[src/rtl/serial_bit_assembler.sv]
// Serial-to-parallel word assembler with LSB/MSB-first placement, early
// frame termination with zero-fill, and two words of output buffering.
module serial_bit_assembler #(
    parameter int  WIDTH     = 8,
    parameter int  MSB_FIRST = 0,
    localparam int CW        = $clog2(WIDTH + 1)
) (
    input  logic             clk,
    input  logic             rst,
    input  logic             in_valid,
    output logic             in_ready,
    input  logic             in_bit,
    input  logic             in_last,
    output logic             out_valid,
    input  logic             out_ready,
    output logic [WIDTH-1:0] out_data,
    output logic [CW-1:0]    out_count,
    output logic             out_short
);

    typedef enum logic {
        ASSEMBLE = 1'b0,
        FULL     = 1'b1
    } state_e;

    state_e            state_q, state_d;
    logic [WIDTH-1:0]  a_q, a_d;
    logic [CW-1:0]     cnt_q, cnt_d;
    logic [CW-1:0]     hold_cnt_q, hold_cnt_d;
    logic              hold_short_q, hold_short_d;
    logic [WIDTH-1:0]  out_data_q, out_data_d;
    logic [CW-1:0]     out_count_q, out_count_d;
    logic              out_short_q, out_short_d;
    logic              out_valid_q, out_valid_d;

    logic              accept;
    logic              out_hs;
    logic              slot_free;
    logic              at_top;
    logic              done;
    logic [CW-1:0]     pos;
    logic [WIDTH-1:0]  word;
    logic [CW-1:0]     word_cnt;
    logic              word_short;

    // in_ready depends only on registered state and rst, never on out_ready
    assign in_ready  = (state_q == ASSEMBLE) && !rst;
    assign out_valid = out_valid_q;
    assign out_data  = out_data_q;
    assign out_count = out_count_q;
    assign out_short = out_short_q;

    assign accept    = in_valid && in_ready;
    assign out_hs    = out_valid_q && out_ready;
    assign slot_free = !out_valid_q || out_ready;
    assign at_top    = (cnt_q == CW'(WIDTH - 1));
    assign done      = accept && (at_top || in_last);

    // A is kept zero between words, so unwritten positions stay zero-filled
    assign pos        = (MSB_FIRST != 0) ? (CW'(WIDTH - 1) - cnt_q) : cnt_q;
    assign word       = a_q | ({{(WIDTH-1){1'b0}}, in_bit} << pos);
    assign word_cnt   = cnt_q + CW'(1);
    assign word_short = in_last && !at_top;

    always_comb begin
        state_d      = state_q;
        a_d          = a_q;
        cnt_d        = cnt_q;
        hold_cnt_d   = hold_cnt_q;
        hold_short_d = hold_short_q;
        out_data_d   = out_data_q;
        out_count_d  = out_count_q;
        out_short_d  = out_short_q;
        out_valid_d  = out_valid_q && !out_hs;

        unique case (state_q)
            ASSEMBLE: begin
                if (accept) begin
                    if (done) begin
                        cnt_d = '0;
                        if (slot_free) begin
                            out_data_d  = word;
                            out_count_d = word_cnt;
                            out_short_d = word_short;
                            out_valid_d = 1'b1;
                            a_d         = '0;
                        end else begin
                            a_d          = word;
                            hold_cnt_d   = word_cnt;
                            hold_short_d = word_short;
                            state_d      = FULL;
                        end
                    end else begin
                        a_d   = word;
                        cnt_d = word_cnt;
                    end
                end
            end
            FULL: begin
                if (out_hs) begin
                    out_data_d  = a_q;
                    out_count_d = hold_cnt_q;
                    out_short_d = hold_short_q;
                    out_valid_d = 1'b1;
                    a_d         = '0;
                    state_d     = ASSEMBLE;
                end
            end
            default: state_d = ASSEMBLE;
        endcase
    end

    always_ff @(posedge clk) begin
        if (rst) begin
            state_q      <= ASSEMBLE;
            a_q          <= '0;
            cnt_q        <= '0;
            hold_cnt_q   <= '0;
            hold_short_q <= 1'b0;
            out_data_q   <= '0;
            out_count_q  <= '0;
            out_short_q  <= 1'b0;
            out_valid_q  <= 1'b0;
        end else begin
            state_q      <= state_d;
            a_q          <= a_d;
            cnt_q        <= cnt_d;
            hold_cnt_q   <= hold_cnt_d;
            hold_short_q <= hold_short_d;
            out_data_q   <= out_data_d;
            out_count_q  <= out_count_d;
            out_short_q  <= out_short_d;
            out_valid_q  <= out_valid_d;
        end
    end

endmodule

[config.mk]
export PLATFORM = sky130hd
export DESIGN_NAME = serial_bit_assembler
export DESIGN_NICKNAME = d
export VERILOG_FILES = /design/src/rtl/serial_bit_assembler.sv
export SDC_FILE = /design/constraint.sdc
export NUM_CORES = 1
export LEC_CHECK = 0
export BUFFER_PORTS_ARGS = -buffer_cell sky130_fd_sc_hd__buf_2
export CAP_MARGIN = 20
export CORE_MARGIN = 3
export CORE_UTILIZATION = 52
export DETAILED_ROUTE_END_ITERATION = 12
export PLACE_DENSITY = 0.73
export REMOVE_ABC_BUFFERS = 1
export SLEW_MARGIN = 20
export SYNTH_ARGS = -nofsm -noshare
export SYNTH_HDL_FRONTEND = slang
export SYNTH_SLANG_ARGS = --single-unit
[constraint.sdc]
create_clock -name clk -period 2.15 [get_ports clk]
set_input_delay 0.3225 -clock clk [delete_from_list [all_inputs] [get_ports clk]]
set_output_delay 0.3225 -clock clk [all_outputs]
set_load 0.02 [all_outputs]
* Word level (Yosys, flattened, before mapping)
Cells that the tools add are included.
Cells by class: bitwise logic cells 3, add/subtract/negate cells 1, muxes and demuxes 31, divide/modulo/power cells 0, eq/ne operators 5, multiply operators 0, reductions and logical operators 16, shift-type cells 1, magnitude comparators 0
Operators with widths (count):
- 8-bit 2-to-1 mux | 8
- 8-bit case mux with 2 select lines | 2
- 4-bit 2-to-1 mux | 5
- 1-bit 2-to-1 mux | 12
- 8-bit bitwise OR | 1
- 4-bit case mux with 2 select lines | 1
- 4-bit AND reduction | 2
- 1-bit by 4-bit << shifter with 8-bit output | 1
- 1-bit logical AND | 6
- 2-bit != test, second input constant | 3
- 1-bit case mux with 2 select lines | 3
- 4-bit by 1-bit adder with 4-bit output, second input constant | 1
- 4-bit by 3-bit == test with 1-bit output, second input constant | 1
- 1-bit zero test | 4
- 2-bit AND reduction | 2
- 1-bit logical OR | 2
- 2-bit by 1-bit != test with 1-bit output, second input constant | 1
- 1-bit NOT | 2
Storage, ports and cells: output and inout bits 15, bits in read-only memories 0, word-level logic and storage cells 66, bits in latches 0, RAM bits 0, bits in registers 32, input port bits 6, memories 0

* Longest topological paths before layout
Gate-level depths: netlist of run 1.
depth in word-level cells 7, mapped depth 7, mapped depth without buffers 5

* Worst setup path before layout of run 1
Ideal clock, no wire load.
kind flip-flop to flip-flop, from reg cnt_q[0], to reg out_data_q[3] (netlist: out_data[3]), slack 424 ps, clock period less this slack 1726 ps, required time 2007 ps, buffers on the path 2, data arrival time 1583 ps, stages on the path, launching flop included 8, setup time 143 ps, path through dfxtp_1 > ha_1 > and3b_1 > buf_2 > or3_4 > buf_6 > a21oi_1 > a211oi_1
Between the ends: longest elaborated chain between the ends 6, elaborated cells between the ends (all ways) 11, classes of those cells eq/ne: 2; shift: 1; mux: 4; bitwise: 1; reduce/logical: 3
RTL lines:
- start, declared | line 28 | logic [CW-1:0] cnt_q, cnt_d;
- start signal, assigned | line 127 | cnt_q <= cnt_d;
- 1-bit by 4-bit << shifter with 8-bit output | line 61 | assign word = a_q | ({{(WIDTH-1){1'b0}}, in_bit} << pos);
- 8-bit bitwise OR | line 61
- 8-bit 2-to-1 mux | line 81 | if (slot_free) begin
- 8-bit 2-to-1 mux | line 79 | if (done) begin
- 8-bit 2-to-1 mux | line 78 | if (accept) begin
- 8-bit case mux with 2 select lines | line 76 | unique case (state_q)
- end signal, assigned | line 130 | out_data_q <= out_data_d;
- end, declared | line 31 | logic [WIDTH-1:0] out_data_q, out_data_d;
Parallel ways exist; a longest one is shown, timed or not. The select of a mux whose other input is x is not followed. A chain may end at the register's enable or synchronous reset.

* Worst setup path after layout of run 1
from reg cnt_q[1], to reg out_data_q[2] (netlist: out_data[2])
Same word-level chain as after synthesis.

==> run summary, run 1 <==
The setup violation total in the final timing report came out at 0. The synthesized design contains 32 register bits. Of the total synthesized cell area, the portion taken by XOR and XNOR cells is 0.0113.

The peak per-stage delay on the critical path is between 500 and 600 ps. The starting DRC count in detailed routing is 65. TritonCTS built the clock tree. After synthesis, the mean cell area works out to around 8.8 um^2. The core area is 2810 um^2.

At the pin with the least slew margin, the transition time is about 470 ps. Global routing finished with a remaining overflow of 0. The run finished with clean final reports.

The largest net degree at the start of global routing came out at 26. The share of the core filled with cells in the final layout came out at 0.606. The fraction of power consumed by combinational cells came out at 0.145. The share of the Yosys chip area taken by registers is 0.412. After technology mapping, the gate count stands at 176. The setup TNS is 0 ps.

The starting utilization of the core area is 0.554. Buffers placed on the I/O ports in this run total 20. The clock power share is 0.282. The number of distinct library cell variants in the gate-level netlist after synthesis is 37.

Internal power comes to between 0.7 and 0.8 mW. The number of global-route vias before repair is 1190. The most used flip-flop cell after synthesis is dfxtp_1. In this run the tightest slew margin relative to its limit is 0.686. Yosys printed 0 warnings. The clock tree root buffer cell is clkbuf_4. The iteration count of the initial detailed-routing pass came out at 4.

After clock tree synthesis, the clock-pin slew on the worst setup and hold paths is around 90 ps. The count of hold-fix buffers inserted at cts came out at 0. The die span in x is between 60 and 70 um. STA classifies the critical path startpoint as a register.

The simple-gate share of the synthesized area came out at 0.192. The worst path buffer plus inverter count came out at 0. In the post-synthesis netlist, the biggest area contributors are dfxtp_1, a21oi_1, nor2_1. At the worst endpoint, the required time is approximately 2400 ps. In this run the power density over the cells is between 600 and 700 nW/um^2. Buffers added to address setup during post-CTS repair amount to 0. The number of buffers created by CTS is 5. The floorplan step defined a die boundary enclosing ~3700 um^2. The fmax came out at 543 MHz. The post-route antenna net violation count is 0.

The clock insertion delay at the later pin of the skew report came out at 330 ps. Along the worst path, the maximum fanout reaches 13. Setup repair after global routing left no endpoint under its margin. The largest total area in the synthesized netlist belongs to dfxtp_1. The die span in y came out at 60.7 um. The count of unresolved DRC violations after routing came out at 0. The area added between synthesis and finish is 9.34%.

The final-report hold violation count is 0. After layout, the minimum clock period comes to roughly 1800 ps. The critical path endpoint category is a register. The post-detailed-route via-to-cell ratio came out at 5.95. The boundary pin count is 21. For this block, the routed nets add up to ~3.4 mm of wire. The clock passes through at most 2 buffers. The average wire length per cell after detail routing came out at roughly 15 um. The static power due to leakage came out at 0.657 nW. The analysis attributes to net switching a power of roughly 0.30 mW. The data arrival time at the worst-slack endpoint came out at roughly 2100 ps. Of the total power, the share spent switching nets is 0.279. In this run the worst hold path is classified as input port to register.

The wire length of the first global-routing pass is between 5 and 6 mm. Counting every sink on the clock net gives 32. The combinational family with the most area after synthesis is compound AO/OA/AOI/OAI gates. The aggregate global-route resource usage came out at 0.210.

The number of maximum-capacitance constraint violations is 0. IR analysis of the VDD net gives a maximum drop of ~360 uV. The number of antenna violations at the first check in global routing came out at 0. Of the post-synthesis cell area, the dominant cell type holds 0.412.

The critical path class is register to register. The cell area after technology mapping came out at approximately 1600 um^2. The congestion estimate from routability-driven global placement came to slightly above 0.8. The sequential share of power is 0.573. The fraction of synthesis flops using an asynchronous set or reset pin came out at 0. The post-synthesis mux area share is 0.0322. The max-slew violation count is 0. The count of antenna diodes in the layout came out at 0. The complex-gate fraction of the synthesized area was 0.296. The adder-cell area share of the yosys netlist came out at 0.00805. Traced cell by cell, the critical path runs through ha_1 > and3b_2 > or3_4 > a21oi_1 > a211oi_1. The number of synthesized flops with an enable pin came out at 0. The number of nets in the finished design is 201. The worst-case clock skew came out at between 10 and 15 ps.

The final cycle utilization of the critical path is 0.856. The H-tree depth came out at 2. The total number of vias is around 1300. The total of cells resized after clock tree synthesis is 0. The row count came out at 19. Detailed placement ended at an HPWL of ~2.5 mm.

In the final layout, the share of cells above drive strength 1 is 0.247. Among all stages on the critical path, the largest delay is contributed by dfxtp_1. The kind of cell adding the most delay to the critical path is simple AND/OR/NAND/NOR gates.
## state kept, by name, summed over array words and instances, names as in the netlist
| name | count |
|---|---|
| a_q | 8 |
| out_data | 8 |
| cnt_q | 4 |
| hold_cnt_q | 4 |
| out_count | 4 |
| hold_short_q | 1 |
| out_short | 1 |
| out_valid | 1 |
| state_q | 1 |
## power groups by stage
stage / clock (mW) / combinational [mW] / sequential [mW]
after floorplan: 0 / 0.0837 / 0.653
after global placement: 0 / 0.153 / 0.636
after detailed placement: 0 / 0.157 / 0.637
after CTS: 0.312 / 0.158 / 0.624
after global routing: 0.346 / 0.175 / 0.626
final: 0.307 / 0.158 / 0.624
## cell type report
| type | instances | area (um^2) |
|---|---|---|
| clock buffer | 6 | 41.3 |
| clock inverter | 1 | 5.00 |
| tap | 31 | 38.8 |
| sequential | 32 | 641 |
| fill | 241 | 1110 |
| timing repair buffer | 23 | 123 |
| inverter | 3 | 11.3 |
| multi-input combinational | 129 | 840 |
## per-layer routing
metal	global-route usage	share of wire	vias to the layer above
met5	0	0	-
met4	0.0557	0.016	0
met3	0.0723	0.050	9
met2	0.321	0.45	36
met1	0.285	0.48	621
li1	-	-	673
## cell usage in the layout, fill, tap and decap left out, drive strengths merged, types with 2 or more instances in the layout
cell type	instances
a21oi	35
dfxtp	32
nor2	24
buf	23
a211oi	12
o21ai	8
nand2	8
clkbuf	6
mux2i	5
nand3	4
nor3b	4
inv	3
nand2b	3
nor2b	3
o2111ai	3
nor3	3
and3b	3
xnor2	2
a41oi	2
## cell families after synthesis
family,Yosys count
DFF,32
buffers and inverters,15
adders and majority gates,1
xor gates and xnor gates,2
muxes,5
and+or+nand+nor,56
AOI/OAI and AO/OA,65
## per-stage QoR
stage / cell area, um^2 / total power, mW / hold WS (ps) / worst slack, ps / instances
global placement: 1650 / 0.789 / 457 / 333 / 218
finish: 1700 / 1.09 / 243 / 310 / 225
CTS: 1700 / 1.09 / 241 / 191 / 225
floorplan: 1490 / 0.736 / 387 / 362 / 164
global route: 1700 / 1.15 / 220 / 115 / 225
detailed placement: 1650 / 0.794 / 459 / 209 / 218
## synth_stat cells, types with 2 or more instances
cell type,count
a211oi_1,6
a211oi_2,6
a21oi_1,28
a21oi_2,6
a41oi_1,2
and3b_1,3
buf_1,2
buf_2,3
buf_6,2
clkbuf_1,5
dfxtp_1,32
inv_1,3
mux2i_1,5
nand2_1,8
nand2b_1,3
nand3_1,4
nor2_1,23
nor2b_1,3
nor3_1,2
nor3b_1,4
o2111ai_1,2
o21ai_0,8
xnor2_1,2
## path summary, 6_finish.rpt
kind	from	endpoint	slack, ps	depth (start not counted)
worst max-delay path	cnt_q[1]	out_data[2]	310	5
worst min-delay path	out_ready	state_q	240	2
worst max register to register	cnt_q[1]	out_data[2]	310	5
worst min register to register	out_count[3]	out_count[3]	480	2
Note: power is estimated with default switching activity, not from simulation.
==> run 2: changes to the inputs <==
- REMOVE_ABC_BUFFERS: 1 -> not set
==> run summary, run 2 (same netlist as run 1, synthesis figures left out) <==
The run finished with clean final reports. Along the worst path, the maximum fanout reaches 13. The core area came out at between 2000 and 3000 um^2. The buffer depth of the longest clock path came out at 2. The worst register-to-register path begins at cnt_q[1].

Across every metal layer, demand over resource in global routing totals 0.209. The number of buffers created by CTS is 5. The filler cells instantiated in the layout total between 200 and 300. The setup slack on the worst flop-to-flop path came out at roughly 200 ps. The total number of vias is roughly 1300. The library cell used most frequently in the layout, excluding fill and tap cells, is dfxtp_1. The count of antenna diodes in the layout came out at 0. In this run the static leakage power is 0.658 nW. Buffers placed on the I/O ports in this run total 20. The number of setup buffers added after CTS is 0.

The die is between 60 and 70 um tall. The worst register-to-register path has a depth of 5. The net switching component of the power came out at 0.302 mW. The worst setup path is launched from a register. The slowest stage of the critical path belongs to the cell dfxtp_1.

The worst vdd rail ir drop came out at 412 uV. The total of cells resized after clock tree synthesis came out at 0. The clock power share is 0.282. The critical path starts at cnt_q[1].

The number of maximum-capacitance constraint violations is 0. The fraction of power consumed by combinational cells came out at 0.144. The number of nets in the finished design is 201. The final layout contains routed wiring with a total length of about 3.3 mm.

The final cycle utilization of the critical path is 0.908. Setup slack closes at ~200 ps. The wire length of the first global-routing pass is 5.64 mm. Routability-driven placement finished with a final weighted congestion of between 0.8 and 0.9. The depth of the worst hold-timing path came out at 2. In this run the critical register-to-register path is captured at out_data[1]. The worst setup path is captured at a register. The post-detailed-route via-to-cell ratio is approximately 6. The worst-margin pin slew came out at around 470 ps. Walking the worst path, the cells encountered are ha_1 > and3b_1 > or3_4 > a21oi_1 > a211oi_1. The total internal power is about 0.78 mW. The setup violation total in the final timing report came out at 0. The capturing element of the worst setup path is out_data[1]. For this block, the initial DRC count from the detailed router was 63. Counting every net in the synthesized netlist gives 183. The H-tree depth came out at 2. The clock edge transition at the registers on the reported setup and hold paths is ~90 ps. The sum of net half-perimeters after detailed placement came out at 2.42 mm.

The area enclosed by the die boundary is around 3700 um^2. The path class of the tightest hold or removal check is input port to register. For the worst-skew pair, the clock arrives at the later sink with an insertion delay of between 300 and 400 ps. The row count is 19. The die is 60.7 um wide. The power density over the cells is roughly 640 nW/um^2. The largest net degree at the start of global routing came out at 27. Subtracting the final worst setup slack from the clock period gives ~2000 ps. The count of unresolved DRC violations after routing came out at 0. The final-report hold violation count is 0. The worst-case setup slack after placement came out at roughly 220 ps. The number of antenna violations at the first check in global routing is 0. The share of the core filled with cells in the final layout came out at 0.605. 21 I/O pins were placed. Setup total negative slack on the finished layout was measured at 0 ps. The iteration count of the initial detailed-routing pass is 4. The number of non-filler instances in the completed layout came out at 225. Clock tree synthesis selected as its root buffer the cell clkbuf_4. The clock arrives with approximately 8.7 ps of skew.

The sequential share of power came out at 0.573. The total overflow left after global routing is 0. The fmax came out at roughly 500 MHz. The max-slew violation count is 0. In the layout the commonest cells are dfxtp_1, a21oi_1, nor2_1, buf_2. The fraction of final layout cells sized beyond drive strength 1 is 0.242.

The number of sinks driven by the clock tree came out at 32. The data arrival time at the worst-slack endpoint is about 2200 ps. The average wire length per cell after detail routing is 14.8 um. The total power after layout came out at roughly 1.1 mW.

The post-route antenna net violation count is 0. The critical path class is register to register. The starting utilization of the core area came out at 0.554. The headroom to the max-slew limit came out at 0.684. The worst path required time is 2400 ps. Setup repair after global routing left no endpoint under its margin. The number of cells after detailed placement came out at 218. The peak per-stage delay on the critical path came out at ~530 ps. The CTS tree is done.

The number of global-route vias before repair is between 1000 and 1500. Compared with the post-synthesis result, the final layout area differs by 9.26%. Buffers inserted to repair hold after CTS numbered 0. Of the total power, the share spent switching nets is 0.278.
## run 2: cell count changes in the layout (fill, tap and decap cells not counted)
cell and change:
and3b_1 +1, and3b_2 -1
## run 2: worst min-delay path by stage
stage / from / to / slack [ps]
after floorplan: out_ready / state_q / 430
after global placement: a_q[4] / a_q[4] / 460
after detailed placement: a_q[4] / a_q[4] / 460
after CTS: out_ready / state_q / 250
after global routing: out_ready / state_q / 250
final: out_ready / state_q / 250
## run 2: power groups by stage
stage / sequential, mW / combinational (mW) / clock (mW)
3_3_place_gp: 0.636 / 0.152 / 0
6_report: 0.623 / 0.157 / 0.307
4_1_cts: 0.623 / 0.157 / 0.319
2_1_floorplan: 0.649 / 0.104 / 0
3_5_place_dp: 0.637 / 0.156 / 0
5_1_grt: 0.626 / 0.174 / 0.349
## run 2: final cells by class
| class | count | area [um^2] | area share |
|---|---|---|---|
| Clock inverter | 1 | 5.00 | 0.00295 |
| Multi-Input combinational cell | 129 | 838 | 0.494 |
| Inverter | 3 | 11.3 | 0.00663 |
| Sequential cell | 32 | 641 | 0.377 |
| Tap cell | 31 | 38.8 | 0.0228 |
| Clock buffer | 6 | 41.3 | 0.0243 |
| Timing Repair Buffer | 23 | 123 | 0.0722 |
## run 2: worst max-delay path: cells and delay by family (launching register included)
kind,cells,cell delay (ps)
flops,1,530
fa+ha+maj,1,280
simple gates,2,730
compound gates,2,340
## run 2: layer usage
layer,share of wire,wire length (um),vias up,track usage
li1,-,-,671,-
met1,0.46,1540,627,0.269
met2,0.45,1500,42,0.318
met3,0.068,225,6,0.0723
met4,0.017,55,0,0.0898
met5,0,0,-,0
## run 2: through the flow
step | area [um^2] | hold WS (ps)
6_report | 1700 | 255
5_1_grt | 1700 | 252
3_3_place_gp | 1650 | 457
3_5_place_dp | 1650 | 461
4_1_cts | 1700 | 252
2_1_floorplan | 1550 | 433
